$ cat src/rtl/song_reader_if.sv
// song_reader_if: groups the player-facing and ROM-facing signals of the
// song sequencer.
//   play, song         : control from the user side
//   rom_dout, rom_addr : 128x12 song ROM read port (1-cycle latency)
//   note_done          : completion pulse from the note player
//   new_note, note,
//   duration           : note presentation to the player
//   song_done, busy    : status
// slave = sequencer side, master = environment side.
interface song_reader_if;
  logic        play;
  logic [1:0]  song;
  logic [11:0] rom_dout;
  logic        note_done;
  logic [6:0]  rom_addr;
  logic        new_note;
  logic [5:0]  note;
  logic [5:0]  duration;
  logic        song_done;
  logic        busy;

  modport slave (
    input  play, song, rom_dout, note_done,
    output rom_addr, new_note, note, duration, song_done, busy
  );

  modport master (
    output play, song, rom_dout, note_done,
    input  rom_addr, new_note, note, duration, song_done, busy
  );
endinterface

$ cat src/rtl/song_reader.sv
// song_reader: steps the ROM address through one of four 32-entry songs,
// unpacks {note, duration} words and hands each note to the player with a
// one-cycle new_note strobe, then waits for note_done before fetching the
// next entry. Handles play/pause, song select and end-of-song.
//   clk, reset : clock, synchronous active-high reset
//   bus        : song_reader_if.slave (see interface for signal list)
module song_reader (
  input  logic          clk,
  input  logic          reset,
  song_reader_if.slave  bus
);

  typedef enum logic [2:0] {IDLE, FETCH, WAIT_ROM, ISSUE, WAIT_DONE} state_e;

  state_e      state_q, state_d;
  logic [4:0]  idx_q, idx_d;
  logic [1:0]  song_q, song_d;
  logic [6:0]  addr_q, addr_d;
  logic [5:0]  note_q, note_d;
  logic [5:0]  dur_q, dur_d;
  logic        new_note_q, new_note_d;
  logic        done_q, done_d;

  always_comb begin
    state_d    = state_q;
    idx_d      = idx_q;
    song_d     = song_q;
    addr_d     = addr_q;
    note_d     = note_q;
    dur_d      = dur_q;
    new_note_d = 1'b0;
    done_d     = 1'b0;
    case (state_q)
      IDLE: begin
        if (bus.play) begin
          state_d = FETCH;
          // A fresh start or a new song restarts at entry 0; otherwise we
          // were paused and pick up where we left off.
          if (idx_q == 5'd0 || bus.song != song_q) begin
            song_d = bus.song;
            idx_d  = 5'd0;
            addr_d = {bus.song, 5'd0};
          end else begin
            addr_d = {song_q, idx_q};
          end
        end
      end
      FETCH: state_d = WAIT_ROM;
      WAIT_ROM: begin
        if (bus.rom_dout[5:0] == 6'd0) begin
          // Zero duration marks the end of the song.
          done_d  = 1'b1;
          idx_d   = 5'd0;
          state_d = IDLE;
        end else begin
          note_d     = bus.rom_dout[11:6];
          dur_d      = bus.rom_dout[5:0];
          new_note_d = 1'b1;
          state_d    = ISSUE;
        end
      end
      ISSUE: state_d = WAIT_DONE;
      WAIT_DONE: begin
        if (bus.note_done) begin
          if (idx_q == 5'd31) begin
            // Never run into the next song's address range.
            idx_d   = 5'd0;
            done_d  = 1'b1;
            state_d = IDLE;
          end else begin
            idx_d = idx_q + 5'd1;
            if (bus.play) begin
              state_d = FETCH;
              addr_d  = {song_q, idx_d};
            end else begin
              state_d = IDLE;
            end
          end
        end
      end
      default: state_d = IDLE;
    endcase
  end

  always_ff @(posedge clk) begin
    if (reset) begin
      state_q    <= IDLE;
      idx_q      <= 5'd0;
      song_q     <= 2'd0;
      addr_q     <= 7'd0;
      note_q     <= 6'd0;
      dur_q      <= 6'd0;
      new_note_q <= 1'b0;
      done_q     <= 1'b0;
    end else begin
      state_q    <= state_d;
      idx_q      <= idx_d;
      song_q     <= song_d;
      addr_q     <= addr_d;
      note_q     <= note_d;
      dur_q      <= dur_d;
      new_note_q <= new_note_d;
      done_q     <= done_d;
    end
  end

  assign bus.rom_addr  = addr_q;
  assign bus.new_note  = new_note_q;
  assign bus.note      = note_q;
  assign bus.duration  = dur_q;
  assign bus.song_done = done_q;
  assign bus.busy      = (state_q != IDLE);

endmodule

$ cat src/flat_wrapper.sv
// flat-port wrapper written by rule: the top's interface ports become plain ports
module song_reader_flat 
  (clk, reset, bus_play, bus_song, bus_rom_dout, bus_note_done, bus_rom_addr, bus_new_note, bus_note, bus_duration, bus_song_done, bus_busy);
  song_reader_if bus_i ();
  input  logic clk;
  input  logic reset;
  input wire logic [$bits(bus_i.play)-1:0] bus_play;
  input wire logic [$bits(bus_i.song)-1:0] bus_song;
  input wire logic [$bits(bus_i.rom_dout)-1:0] bus_rom_dout;
  input wire logic [$bits(bus_i.note_done)-1:0] bus_note_done;
  output wire logic [$bits(bus_i.rom_addr)-1:0] bus_rom_addr;
  output wire logic [$bits(bus_i.new_note)-1:0] bus_new_note;
  output wire logic [$bits(bus_i.note)-1:0] bus_note;
  output wire logic [$bits(bus_i.duration)-1:0] bus_duration;
  output wire logic [$bits(bus_i.song_done)-1:0] bus_song_done;
  output wire logic [$bits(bus_i.busy)-1:0] bus_busy;
  assign bus_i.play = bus_play;
  assign bus_i.song = bus_song;
  assign bus_i.rom_dout = bus_rom_dout;
  assign bus_i.note_done = bus_note_done;
  assign bus_rom_addr = bus_i.rom_addr;
  assign bus_new_note = bus_i.new_note;
  assign bus_note = bus_i.note;
  assign bus_duration = bus_i.duration;
  assign bus_song_done = bus_i.song_done;
  assign bus_busy = bus_i.busy;
  song_reader u_core (.clk(clk), .reset(reset), .bus(bus_i));
endmodule
$ cat config.mk
export PLATFORM = sky130hd
export DESIGN_NAME = song_reader_flat
export DESIGN_NICKNAME = d
export VERILOG_FILES = /design/src/rtl/song_reader_if.sv /design/src/rtl/song_reader.sv /design/src/flat_wrapper.sv
export SDC_FILE = /design/constraint.sdc
export NUM_CORES = 1
export LEC_CHECK = 0
export CORE_ASPECT_RATIO = 0.7
export CORE_MARGIN = 2
export CORE_UTILIZATION = 42
export CTS_CLUSTER_DIAMETER = 120
export DETAILED_ROUTE_END_ITERATION = 8
export PLACE_DENSITY = 0.8
export SLEW_MARGIN = 10
export SYNTH_ARGS = -nofsm -noshare
export SYNTH_HDL_FRONTEND = slang
export SYNTH_SLANG_ARGS = --single-unit
$ cat constraint.sdc
create_clock -name clk -period 2.1 [get_ports clk]
set_input_delay 0.315 -clock clk [delete_from_list [all_inputs] [get_ports clk]]
set_output_delay 0.315 -clock clk [all_outputs]
set_load 0.05 [all_outputs]
==> out/metrics.yaml, run 1 <==
gp_congestion: 0.834
leakage_nw: 0.829
finClkSkew_ns: 0.00516
finalCritPeriodShare_pct: 97.9
tightest_slew_ns: 0.506
antenna_found_initial: 0
combPwrFrac_pct: 25.4
cts_buffers: 5
start_util_pct: 44.5
syn-cell-area_um2: 1420
endpoint_kind: "flop"
p_int_mw: 1.19
diodes: 0
hpwl_mm: 2.54
dp.cells: 247
power_density_nw_per_um2: 816
synth.area.top_cells: "dfxtp_1 (44%), mux2i_1 (6.3%), a21oi_1 (6.0%)"
die_h_um: 52.6
worstPathMaxFanout: 5
use_met2_pct: 26.2
vias_per_cell: 5.17
nNetsFinal: 240
ctsHtreeMaxLevel: 2
grt_max_degree: 17
ir_drop_mv: 0.559
relSlewSlack_pct: 65.8
grt-ovfl-total: 0
first_global_vias: 1172
switching_share_pct: 29.7
pin_count: 40
async_flop_share_pct: 0
drv_slew: 0
place_ws_ns: -0.440
multi_input_area_um2: 767
port-buffer-count: 39
synth_top_flop_cell: "dfxtp_1"
hold_class: "in2reg"
synthDistinctLibCells: 37
design.die.area_um2: 3870
synth.most_common_cell: "dfxtp_1"
fin_cells: 257
setup_slack_ns: 0.0432
grt_first_pass_wirelength_mm: 5.50
setup_viol: 0
ant_nets: 0
drt-total-wl_mm: 3.40
drv_cap: 0
arrival_ns: 2.24
cp-start-kind: "input port"
worstSkewPairLatency_ns: 0.29
num_vias: 1329
status: "complete, no violations"
synth_cells: 166
syn2layout_area_growth_pct: 45.8
clockPowerShare_pct: 36.0
grt_use_met1_pct: 27.6
cts-root-buf: "clkbuf_8"
path_class: "in2reg"
synth_top_area_share_pct: 43.7
clockBufferDepth: 2
ys_warn_count: 0
clkTransAtPathRegs_ns: 0.06
crit_required_ns: 2.28
die_w_um: 73.5
rsz0062_at_grt: "no"
layout-drive-gt1-share_pct: 13.7
synth_nets: 188
synth.top_cells.by_count: "dfxtp_1 (31), nor2_1 (22), nand2_1 (19), a21oi_1 (17), mux2i_1 (9)"
use_met3_pct: 6.73
p_sw_mw: 0.501
drcViolationCount: 0
syn_area_per_cell_um2: 8.55
hold_viol_final: 0
yosysSeqAreaShare_pct: 43.7
synth_edf_count: 0
n_fill_cell: 272
period_needed_ns: 2.06
fmax_mhz: 486
busiest_layer: "met1"
drt_pass1_iterations: 4
final-seq-area_um2: 621
core_area_um2: 3190
drt_iter0_markers: 108
synth-seq-cells: 31
final_core_util_pct: 64.8
synth_top_cell_by_area: "dfxtp_1"
placementRows: 17
seqPwrFrac_pct: 38.6
grt.total_usage_pct: 19.3
routedWlPerCell_um: 13.2
cts_tree: "done"
clock_sinks: 31
cell type report:
type | count | area share, %
sequential | 31 | 30.0
clock buffer | 6 | 3.99
timing repair buffer | 54 | 24.2
tap | 38 | 2.30
inverter | 4 | 0.726
clock inverter | 2 | 1.69
multi-input combinational | 122 | 37.1
power groups by stage:
stage / combinational [mW] / clock [mW] / sequential, mW
final: 0.429 / 0.607 / 0.651
after global routing: 0.459 / 0.645 / 0.656
after CTS: 0.419 / 0.620 / 0.652
after detailed placement: 0.414 / 0 / 0.664
after global placement: 0.409 / 0 / 0.663
after floorplan: 0.154 / 0 / 0.767
layout by cell type (no fill, tap or decap), drive strengths merged, types with 2 or more instances in the layout:
| master | netlist | routed |
|---|---|---|
| a21oi | 17 | 17 |
| a22oi | 6 | 6 |
| a311oi | 2 | 2 |
| a31o | 2 | 2 |
| buf | 2 | 15 |
| clkbuf | 7 | 6 |
| clkdlybuf4s50 | 0 | 34 |
| dfxtp | 31 | 31 |
| dlygate4sd2 | 0 | 4 |
| ha | 4 | 4 |
| inv | 4 | 4 |
| mux2i | 9 | 9 |
| nand2 | 19 | 19 |
| nand2b | 4 | 4 |
| nand3 | 4 | 4 |
| nor2 | 22 | 22 |
| nor2b | 2 | 2 |
| nor3b | 2 | 2 |
| nor4b | 2 | 2 |
| o21ai | 8 | 8 |
| or3b | 2 | 2 |
| xor2 | 2 | 2 |
logic make-up (layout without fill, tap and decap cells):
| logic type | Yosys count | count (layout) | share of synthesized area (%) |
|---|---|---|---|
| and+or+nand+nor | 65 | 65 | 23.0 |
| buffers and inverters | 13 | 66 | 3.53 |
| DFF | 31 | 31 | 43.7 |
| AOI/OAI and AO/OA | 41 | 41 | 18.0 |
| xor gates and xnor gates | 3 | 3 | 1.85 |
| adders and majority gates | 4 | 4 | 3.53 |
| muxes | 9 | 9 | 6.35 |
path summary, 6_finish.rpt:
check / from / endpoint / slack [ns] / cells past startpoint
hold reg to reg: u_core.bus.duration[1]$_SDFFE_PP0P_ / u_core.bus.duration[1]$_SDFFE_PP0P_ / 0.45 / 2
setup / recovery: bus_rom_dout[3] / u_core.idx_q[2]$_SDFFE_PP0P_ / 0.04 / 5
setup reg to reg: u_core.idx_q[0]$_SDFFE_PP0P_ / u_core.bus.rom_addr[4]$_SDFFE_PP0P_ / 0.16 / 9
hold / removal: bus_rom_dout[1] / u_core.bus.duration[1]$_SDFFE_PP0P_ / 0.43 / 3
metal layers:
layer,wire (µm),vias up
met1,1760,591
met5,0,-
met2,1360,40
li1,-,693
met3,231,5
met4,46,0
critical path: stages:
cell and delay [ns]:
dlygate4sd2_1 0.24, or4_4 0.53, or4b_4 0.55, a211o_4 0.37
a31o_1 0.22
registers in the layout, summed over array words and instances, names as in the netlist:
signal,cells
u_core.bus.rom_addr,7
u_core.bus.new_note,1
u_core.state_q,3
u_core.bus.duration,6
u_core.bus.note,6
u_core.idx_q,5
u_core.bus.song_done,1
u_core.song_q,2
repair_timing:
item | CTS | global route
setup buffers | 0 | 2
resized for setup | 6 | 2
endpoints found under the setup margin | 5 | 3
hold buffers | 0 | 0
pin swaps | 4 | 0
metrics by stage:
stage | power (mW) | setup TNS [ns] | area, µm² | hold WS, ns
2_1_floorplan | 0.921 | 0 | 1420 | 0.451
3_3_place_gp | 1.07 | -2.31 | 1920 | 0.442
4_1_cts | 1.69 | 0 | 2040 | 0.422
5_1_grt | 1.76 | 0 | 2070 | 0.435
3_5_place_dp | 1.08 | -2.61 | 1920 | 0.446
6_report | 1.69 | 0 | 2070 | 0.427
Note: power is estimated with default switching activity, not from simulation.
==> inputs of run 2 (changes only) <==
- CORE_MARGIN: 2 -> 1.5
==> run 2 against run 1 <==
Compared with the run above:
- die area decreased by 3.2%
- critical path depth unchanged
- worst setup slack got worse by 0.029 ns
- hold slack got worse by 0.0038 ns
- fmax decreased by 1.4%
- sequential power increased by 1%
- cell area decreased by 0.60%
- via count increased by 3.5%
- global-route usage increased by 1.5 points
- count of clock-buffer cells in the layout unchanged
- non-clock buffer count decreased by 1
- clock power increased by 0.8%
- highest routed layer unchanged
==> out/metrics.yaml, run 2 (synthesized netlist as in run 1, its figures left out) <==
rsz0062_at_grt: "no"
diodes: 0
core_area_um2: 3190
place_ws_ns: -0.422
power_density_nw_per_um2: 817
period_needed_ns: 2.09
tightest_slew_ns: 0.560
crit_required_ns: 2.28
drcViolationCount: 0
grt_first_pass_wirelength_mm: 5.80
start_util_pct: 44.5
placementRows: 17
die_h_um: 51.6
met1_length_mm: 1.78
drt_pass1_iterations: 4
ctsHtreeMaxLevel: 2
hpwl_mm: 2.54
dr_wl_met2_mm: 1.50
gp_congestion: 0.844
finalCritPeriodShare_pct: 99.3
die_w_um: 72.5
cp-start-kind: "input port"
syn2layout_area_growth_pct: 44.9
pin_count: 40
setup_viol: 0
setup_slack_ns: 0.0140
drv_slew: 0
drt-total-wl_mm: 3.54
grt_max_degree: 17
finClkSkew_ns: 0.00234
cts_buffers: 5
ant_nets: 0
cts_tree: "done"
highest_layer: "met4"
antenna_found_initial: 0
relSlewSlack_pct: 62.1
cts-root-buf: "clkbuf_8"
endpoint_kind: "flop"
nNetsFinal: 239
design.die.area_um2: 3740
worstPathMaxFanout: 5
fmax_mhz: 479
final_common_cell: "clkdlybuf4s50_1"
layout-drive-gt1-share_pct: 12.8
drt_iter0_markers: 95
leakage_nw: 0.821
cts_setup_buffers: 0
status: "complete, no violations"
arrival_ns: 2.27
clockBufferDepth: 2
final_cell_mix: "clkdlybuf4s50_1 (35), dfxtp_1 (31), nor2_1 (22)"
hold_class: "in2reg"
clock_sinks: 31
path_class: "in2reg"
dpl-instance-area_um2: 1930
postLayoutCellArea_um2: 2060
grt.total_usage_pct: 20.8
ir_drop_mv: 0.547
worstSkewPairLatency_ns: 0.29
clkTransAtPathRegs_ns: 0.07
hold_viol_final: 0
first_global_vias: 1206
grt-ovfl-total: 0
routedWlPerCell_um: 13.8
port-buffer-count: 39
num_vias: 1375
dr_wl_met3_um: 248
largest_reg_flops: 7
drv_cap: 0
vias_per_cell: 5.37
## run 2: area by class of cell
type / instances / area, µm²
Tap cell: 38 / 47.5
Sequential cell: 31 / 621
Clock inverter: 2 / 35.0
Clock buffer: 6 / 82.6
Multi-Input combinational cell: 122 / 761
Timing Repair Buffer: 53 / 494
Fill cell: 269 / 1130
Inverter: 4 / 15.0
## run 2: stage by stage
step | cells | util [%] | hold slack [ns] | power (mW) | setup TNS (ns)
after floorplan | 166 | - | 0.451 | 0.921 | 0
after global placement | 248 | 60.4 | 0.442 | 1.07 | -2.47
after detailed placement | 248 | 60.4 | 0.446 | 1.08 | -2.69
after CTS | 256 | 64.4 | 0.417 | 1.69 | 0
after global routing | 256 | 64.4 | 0.434 | 1.75 | 0
final | 256 | 64.4 | 0.423 | 1.68 | 0
## run 2: final timing paths
path              slack (ns)  cells after the start                           startpoint                             endpoint
setup / recovery        0.01                      5                      bus_rom_dout[0]         u_core.idx_q[0]$_SDFFE_PP0P_
hold / removal          0.42                      3                      bus_rom_dout[2]  u_core.bus.duration[2]$_SDFFE_PP0P_
setup reg to reg        0.12                      8         u_core.idx_q[0]$_SDFFE_PP0P_  u_core.bus.rom_addr[5]$_SDFFE_PP0P_
hold reg to reg         0.45                      2  u_core.bus.duration[0]$_SDFFE_PP0P_  u_core.bus.duration[0]$_SDFFE_PP0P_
## run 2: timing repair
action / CTS / global route
setup endpoints to repair: 5 / 2
gates resized for setup: 5 / 1
pin swaps: 4 / 2
hold buffers: 0 / 0
## run 2: layer usage
metal,global-route usage (%),up-vias
met4,5.97,0
met5,0,-
met2,27.3,55
met1,30.5,627
li1,-,691
met3,8.33,2
## run 2: power breakdown
| group | total (mW) | switching [mW] | leakage (nW) | internal, mW |
|---|---|---|---|---|
| Combinational | 0.409 | 0.246 | 0.508 | 0.163 |
| Clock | 0.612 | 0.228 | 0.0612 | 0.383 |
| Sequential | 0.658 | 0.0293 | 0.252 | 0.629 |
## run 2: critical path, stage by stage
cell and delay [ns]:
clkdlybuf4s50_1 0.42, or4_4 0.42, or4b_4 0.53, a211o_4 0.39, a31o_1 0.19
==> inputs of run 3 (changes only) <==
- DONT_BUFFER_PORTS: default -> 1
- PLACE_DENSITY: 0.8 -> 0.65
==> run 3 against run 2 <==
Compared with the run above:
- fmax up 8.7%
- first-iteration DRC count fell by 9.5%
- clock power is essentially flat
- cell area fell by 21%
- sequential power is 16% higher
- via count down 12%
- non-clock buffer count is 42 lower
- critical path type is now reg2reg
- critical endpoint is now u_core.bus.rom_addr[6]$_SDFFE_PP0P_
- largest cell class unchanged
- highest routed layer unchanged
==> out/metrics.yaml, run 3 (synthesized netlist as in run 1, its figures left out) <==
hold_class: "in2reg"
p_sw_mw: 0.473
num_vias: 1207
cts_resized: 0
grt-ovfl-total: 0
routedWlPerCell_um: 15.0
layout-drive-gt1-share_pct: 13.1
drv_slew: 0
die_h_um: 51.6
combPwrFrac_pct: 12.3
gp_congestion: 0.908
clock_sinks: 31
final_common_cell: "dfxtp_1"
clockPowerShare_pct: 38.9
rsz0062_at_grt: "no"
status: "complete, no violations"
leakage_nw: 0.645
cts-root-buf: "clkbuf_8"
ant_nets: 0
finalCritPeriodShare_pct: 91.3
drt_pass1_iterations: 4
vias_per_cell: 5.64
drcViolationCount: 0
finClkSkew_ns: 0.00670
arrival_ns: 2.12
diodes: 0
start_util_pct: 44.5
path_class: "reg2reg"
first_global_vias: 1161
design.die.area_um2: 3740
cts_tree: "done"
pin_count: 40
relSlewSlack_pct: 65.7
drt_iter0_markers: 86
worstPathMaxFanout: 14
drv_cap: 0
syn2layout_area_growth_pct: 15.0
n_fill_cell: 313
die_w_um: 72.5
crit_required_ns: 2.30
grt.total_usage_pct: 19.4
drt-total-wl_mm: 3.22
antenna_found_initial: 0
largest_reg_flops: 7
p_total_mw: 1.56
cts_buffers: 5
tightest_slew_ns: 0.514
endpoint_kind: "flop"
period_needed_ns: 1.92
fin_setup_tns_ns: 0
clockBufferDepth: 2
grt_max_degree: 24
seqPwrFrac_pct: 48.8
clkTransAtPathRegs_ns: 0.07
setup_viol: 0
grt_first_pass_wirelength_mm: 5.45
cp-start-kind: "flop"
cts_setup_buffers: 0
ctsHtreeMaxLevel: 2
final_cell_mix: "dfxtp_1 (31), nor2_1 (22), nand2_1 (19)"
cts_hold_buf: 0
worstSkewPairLatency_ns: 0.29
nNetsFinal: 197
placementRows: 17
hold_viol_final: 0
power_density_nw_per_um2: 959
ir_drop_mv: 0.446
core_area_um2: 3190
fmax_mhz: 521
hpwl_mm: 2.44
p_int_mw: 1.09
switching_share_pct: 30.3
port-buffer-count: 0
-- run 3: area by class of cell --
| cell class | instances | area (µm²) | area share [%] |
|---|---|---|---|
| clock buffer | 6 | 82.6 | 5.06 |
| clock inverter | 2 | 35.0 | 2.15 |
| inverter | 4 | 15.0 | 0.920 |
| multi-input combinational | 122 | 748 | 45.9 |
| sequential | 31 | 621 | 38.0 |
| tap | 38 | 47.5 | 2.91 |
| timing repair buffer | 11 | 82.6 | 5.06 |
-- run 3: power by group through the flow --
stage,Clock (mW),Sequential [mW],Combinational (mW)
floorplan,0,0.767,0.154
global placement,0,0.776,0.183
detailed placement,0,0.777,0.192
CTS,0.617,0.764,0.192
global route,0.646,0.768,0.216
finish,0.609,0.764,0.192
-- run 3: routing by layer --
| metal | share of wire (%) | global-route usage [%] | up-vias |
|---|---|---|---|
| met5 | 0 | 0 | - |
| met4 | 1.3 | 8.49 | 0 |
| met3 | 9.2 | 6.20 | 5 |
| met2 | 41 | 26.5 | 48 |
| met1 | 49 | 27.5 | 552 |
| li1 | - | - | 602 |
-- run 3: worst paths after layout --
kind	slack, ns	from	to	cells past startpoint
max	0.18	u_core.idx_q[1]$_SDFFE_PP0P_	u_core.bus.rom_addr[6]$_SDFFE_PP0P_	8
min	0.09	reset	u_core.bus.duration[0]$_SDFFE_PP0P_	1
max reg2reg	0.18	u_core.idx_q[1]$_SDFFE_PP0P_	u_core.bus.rom_addr[6]$_SDFFE_PP0P_	8
min reg2reg	0.52	u_core.song_q[0]$_SDFFE_PP0P_	u_core.bus.rom_addr[5]$_SDFFE_PP0P_	2
-- run 3: worst max-delay path, stage by stage, from the launching register on --
cell,delay (ns)
dfxtp_1,0.36
ha_1,0.23
and3_1,0.21
ha_1,0.22
nand2b_1,0.16
a21oi_1,0.14
buf_4,0.20
nor2_1,0.06
a311oi_1,0.26
-- run 3: metrics by stage --
step / hold WS [ns] / area, µm² / worst slack, ns / utilization, % / std cells
floorplan: 0.451 / 1420 / 0.0750 / - / 166
global placement: 0.388 / 1510 / 0.0430 / 47.5 / 206
detailed placement: 0.391 / 1510 / 0.0189 / 47.5 / 206
CTS: 0.0887 / 1630 / 0.178 / 51.1 / 214
global route: 0.0767 / 1630 / 0.0353 / 51.1 / 214
finish: 0.0949 / 1630 / 0.182 / 51.1 / 214
